`config.mk`:
```
export PLATFORM = sky130hd
export DESIGN_NAME = div_32b_seq
export DESIGN_NICKNAME = d
export VERILOG_FILES = /design/src/rtl/div_32b_seq.sv
export SDC_FILE = /design/constraint.sdc
export NUM_CORES = 1
export LEC_CHECK = 0
export ABC_AREA = 1
export BUFFER_PORTS_ARGS = -buffer_cell sky130_fd_sc_hd__clkbuf_2
export CORE_ASPECT_RATIO = 0.9
export CORE_UTILIZATION = 50
export CTS_CLUSTER_DIAMETER = 50
export DETAILED_ROUTE_END_ITERATION = 8
export PLACE_DENSITY = 0.68
export SYNTH_ARGS = -nofsm -noshare
export SYNTH_HDL_FRONTEND = slang
export SYNTH_SLANG_ARGS = --single-unit
```
`constraint.sdc`:
```
create_clock -name clk -period 16 [get_ports clk]
set_input_delay 0 -clock clk [delete_from_list [all_inputs] [get_ports clk]]
set_output_delay 0 -clock clk [all_outputs]
set_load 0.02 [all_outputs]
```
`src/rtl/div_32b_seq.sv`:
```
// rtl/div_32b_seq.sv - sequential unsigned 32-bit restoring divider
//
// Ports:
//   clk         rising-edge clock
//   reset       synchronous active-high reset
//   start       launch request, sampled only in IDLE
//   dividend    unsigned dividend, captured on the accepting edge
//   divisor     unsigned divisor, captured on the accepting edge
//   busy        high while a division is in progress or being presented
//   done        one-cycle pulse, results valid while high
//   quotient    unsigned quotient, held until the next accepted start
//   remainder   unsigned remainder, held until the next accepted start
//   div_by_zero set when the last accepted divisor was zero
module div_32b_seq #(
  parameter int WIDTH = 32
) (
  input  logic             clk,
  input  logic             reset,
  input  logic             start,
  input  logic [WIDTH-1:0] dividend,
  input  logic [WIDTH-1:0] divisor,
  output logic             busy,
  output logic             done,
  output logic [WIDTH-1:0] quotient,
  output logic [WIDTH-1:0] remainder,
  output logic             div_by_zero
);

  typedef enum logic [1:0] {
    S_IDLE = 2'd0,
    S_CALC = 2'd1,
    S_DONE = 2'd2
  } state_t;

  state_t           r_state;
  state_t           w_state_next;
  logic [WIDTH-1:0] r_q;
  // Partial remainder is always below the divisor, so its top bit is
  // never set and only the low WIDTH bits are stored.
  logic [WIDTH-1:0] r_r;
  logic [WIDTH-1:0] r_d;
  logic [5:0]       r_cnt;
  logic             r_busy;
  logic             r_done;
  logic [WIDTH-1:0] r_quot;
  logic [WIDTH-1:0] r_rem;
  logic             r_dbz;

  logic [WIDTH:0]   w_rs;
  logic [WIDTH:0]   w_sub_b;
  logic [WIDTH:0]   w_t;
  logic [WIDTH-1:0] w_q_next;
  logic [WIDTH-1:0] w_r_next;

  // Shift the next dividend bit into the partial remainder.
  assign w_rs    = {r_r, r_q[WIDTH-1]};
  assign w_sub_b = ~{1'b0, r_d};

  // Ripple-carry subtractor: Rs + ~D + 1, bit-level full adders.
  always_comb begin
    logic [WIDTH:0] c;
    c    = '0;
    c[0] = 1'b1;
    w_t  = '0;
    for (int i = 0; i < WIDTH; i++) begin
      w_t[i]   = w_rs[i] ^ w_sub_b[i] ^ c[i];
      c[i+1]   = (w_rs[i] & w_sub_b[i]) | (c[i] & (w_rs[i] ^ w_sub_b[i]));
    end
    w_t[WIDTH] = w_rs[WIDTH] ^ w_sub_b[WIDTH] ^ c[WIDTH];
  end

  // A clear sign bit means the divisor fit: keep the difference and
  // record a 1; otherwise restore the shifted remainder and record a 0.
  assign w_q_next = {r_q[WIDTH-2:0], ~w_t[WIDTH]};
  assign w_r_next = w_t[WIDTH] ? w_rs[WIDTH-1:0] : w_t[WIDTH-1:0];

  always_comb begin
    w_state_next = r_state;
    case (r_state)
      S_IDLE: begin
        if (start) begin
          w_state_next = (divisor == '0) ? S_DONE : S_CALC;
        end
      end
      S_CALC: begin
        if (r_cnt == 6'd31) begin
          w_state_next = S_DONE;
        end
      end
      S_DONE:  w_state_next = S_IDLE;
      default: w_state_next = S_IDLE;
    endcase
  end

  always_ff @(posedge clk) begin
    if (reset) begin
      r_state <= S_IDLE;
      r_q     <= '0;
      r_r     <= '0;
      r_d     <= '0;
      r_cnt   <= '0;
      r_busy  <= 1'b0;
      r_done  <= 1'b0;
      r_quot  <= '0;
      r_rem   <= '0;
      r_dbz   <= 1'b0;
    end else begin
      r_state <= w_state_next;
      // Handshake outputs are registered from the current state, so they
      // trail the state register by one cycle.
      r_busy  <= (r_state != S_IDLE);
      r_done  <= (r_state == S_DONE);
      case (r_state)
        S_IDLE: begin
          if (start) begin
            if (divisor == '0) begin
              r_quot <= '1;
              r_rem  <= dividend;
              r_dbz  <= 1'b1;
            end else begin
              r_q    <= dividend;
              r_r    <= '0;
              r_d    <= divisor;
              r_cnt  <= '0;
              r_quot <= '0;
              r_rem  <= '0;
              r_dbz  <= 1'b0;
            end
          end
        end
        S_CALC: begin
          r_q   <= w_q_next;
          r_r   <= w_r_next;
          r_cnt <= r_cnt + 6'd1;
          // The final iteration and the result capture share one edge.
          if (r_cnt == 6'd31) begin
            r_quot <= w_q_next;
            r_rem  <= w_r_next;
            r_dbz  <= 1'b0;
          end
        end
        default: begin
        end
      endcase
    end
  end

  assign busy        = r_busy;
  assign done        = r_done;
  assign quotient    = r_quot;
  assign remainder   = r_rem;
  assign div_by_zero = r_dbz;

endmodule

```
==> flow_metrics.tcl <==
set metrics [dict create \
    status "finished clean" \
    crit_fanout 32 \
    antenna_found_initial 0 \
    cts_max_path_buffers 2 \
    fin_hold_ws_ns 0.0242 \
    post-route-util_pct 63.4 \
    yosysSeqAreaShare_pct 42.4 \
    maxSlewHeadroom_pct 22.1 \
    synth_top_area_share_pct 42.4 \
    end_kind "flop" \
    r2r_slack_ns 1.82 \
    grt_use_total_pct 28.7 \
    final.fill_count 1461 \
    die_w_um 136 \
    crit_type "flop to flop" \
    cts_tree "yes" \
    die-height_um 123 \
    min_period_ns 14.18 \
    final-setup-viol-count 0 \
    ys_warn_count 0 \
    maxCapViolations 0 \
    nNetsFinal 1342 \
    viasPerCell 5.37 \
    internal-power_w 0.000834 \
    drt-total-wl_mm 22.7 \
    die_area_um2 16700 \
    cts_sinks 171 \
    detail_route.wl_per_cell_um 15.6 \
    drt-initial-drc-count 528 \
    ir_worst_vdd_mv 0.0914 \
    grt_max_degree 92 \
    gp_congestion 0.841 \
    rsz0062_at_grt "false" \
    insertedDiodeCount 0 \
    start_kind "flop" \
    tns_ns 0 \
    syn-num-nets 1198 \
    finalMaxSlewViolations 0 \
    yosysUniqueCellTypes 29 \
    final_area_um2 9900 \
    worst_pin_slew_ns 1.17 \
    total_power_w 0.00121 \
    seq_power_share_pct 40.7 \
    slowest_delay_ns 0.75 \
    clk_pin_slew_ns 0.06 \
    synth_top_cell_by_area "dfxtp_1" \
    drive_gt1_share_pct 14.5 \
    p_sw_w 0.000371 \
    clk_latency_ns 0.44 \
    drt-pass1-iter-count 5 \
    synth_area_per_cell_um2 7.35 \
    grt-ovfl-total 0 \
    initial_utilization_pct 51.7 \
    post_cts_buffers 0 \
    period_share_pct 88.6 \
    cts_root_buf "clkbuf_16" \
    postSynthCellCount 1098 \
    cts_buffers 17 \
    p_leak_nw 4.15 \
    vias 7812 \
    hold_viol 0 \
    critPathArrivalTime_ns 14.54 \
    hold_class "primary input to flop" \
    io_pins 134 \
    first_global_vias 7272 \
    sw_frac_of_total_pct 30.8 \
    io_buffers 133 \
    pwr_density_cell_nw_per_um2 122 \
    mappedNetlistArea_um2 8070 \
    core_area_um2 15600 \
    slowest_stage "inv_1" \
    synthTopCellsByArea "dfxtp_1, nand2_1, fa_1" \
    cts.htree.levels 4 \
    fp-row-count 43 \
    syn_to_final_growth_pct 22.6 \
    placed_area_um2 8650 \
    grt_pass1_wl_mm 36.8 \
    clkPwrFrac_pct 36.4 \
    drc_errors 0 \
    worst_ep_required_time_ns 16.36 \
    dpl.hpwl_mm 14.3 \
    final_antenna_net_count 0 \
    clock.fmax_mhz 70.5 \
    synth_seq_cells 171 \
    cp_common_cell "fa_1" \
    fin_skew_ns 0.00805 \
    p_comb_share_pct 22.8 \
]
## critical path: cells and delay by family, from the launching register on
kind,cells,cell delay [ns]
simple gates,3,0.20
flops,1,0.32
buf+inv,5,1.00
fa+ha+maj,32,12.07
compound gates,3,0.54
## placed cells by master (no fill, tap or decap), types with 4 or more instances in the layout
cell and n:
nand3_1 87, bufinv_16 4, buf_4 5, o21ai_0 73, o21ai_1 36, clkinv_2 5
clkbuf_16 17, clkbuf_2 132, inv_1 77, a21oi_1 77, fa_1 31, inv_2 4
dlygate4sd3_1 63, a31oi_1 50, nand2_1 243, dfxtp_1 171, nor2_1 155
## what timing repair did
item / in CTS / in global routing
gates resized for setup: 0 / 0
hold buffers: 63 / 0
endpoints found under the hold margin: 93 / 0
setup endpoints to repair: 0 / 0
## metal layers
metal	wire length, um	track usage, %	share of wire (%)
met4	459	9.03	2.0
met2	10400	45.7	46
met3	1370	5.99	6.0
met1	10500	38.9	46
met5	0	0	0
## cell usage after synthesis (all sizes together)
library cell  number
nand2            247
dfxtp            171
nor2             158
o21ai            112
nand3             87
inv               81
a21oi             77
a31oi             50
clkbuf            39
buf               37
fa                31
ha                 2
nor3               2
clkinv             1
nand3b             1
nand4              1
or2                1
## state kept, by name, summed over array words and instances (netlist names)
register / flops
remainder: 32
r_state: 2
quotient: 32
done: 1
r_q: 32
div_by_zero: 1
r_d: 32
r_cnt: 6
r_r: 32
busy: 1
## area by class of cell
class / instances / area [um2] / area share, %
multi-input cells: 769 / 3960 / 40.0
flip-flops and latches: 171 / 3420 / 34.6
repair buffers: 201 / 1330 / 13.5
clock buffers: 23 / 478 / 4.83
inverters: 82 / 309 / 3.12
well taps: 202 / 253 / 2.55
clock inverters: 8 / 140 / 1.42
## through the flow
stage / setup WS [ns] / std cells
finish: 1.82 / 1456
global route: 1.17 / 1456
CTS: 1.81 / 1456
detailed placement: 1.92 / 1362
global placement: 2.09 / 1362
floorplan: 2.91 / 1098
## cell families after synthesis
| kind of cell | after synthesis | share of synthesized area [%] |
|---|---|---|
| fa+ha+maj | 33 | 8.00 |
| compound gates | 239 | 15.8 |
| simple gates | 497 | 25.2 |
| flops | 171 | 42.4 |
| buf+inv | 158 | 8.53 |
## worst paths after layout
kind	start	endpoint	cells past startpoint
worst max-delay path	r_q[31]	remainder[30]	43
worst max register to register	r_q[31]	remainder[30]	43
worst min-delay path	divisor[2]	r_d[2]	3
worst min register to register	r_q[25]	r_q[25]	2
## power by group through the flow
stage          combinational [W]  clock [W]  sequential (W)
3_5_place_dp            0.000261          0        0.000500
2_1_floorplan           0.000183          0        0.000506
3_3_place_gp            0.000257          0        0.000500
5_1_grt                 0.000316   0.000463        0.000496
4_1_cts                 0.000275   0.000442        0.000491
6_report                0.000275   0.000439        0.000491
(Power assumes the default switching activity.)
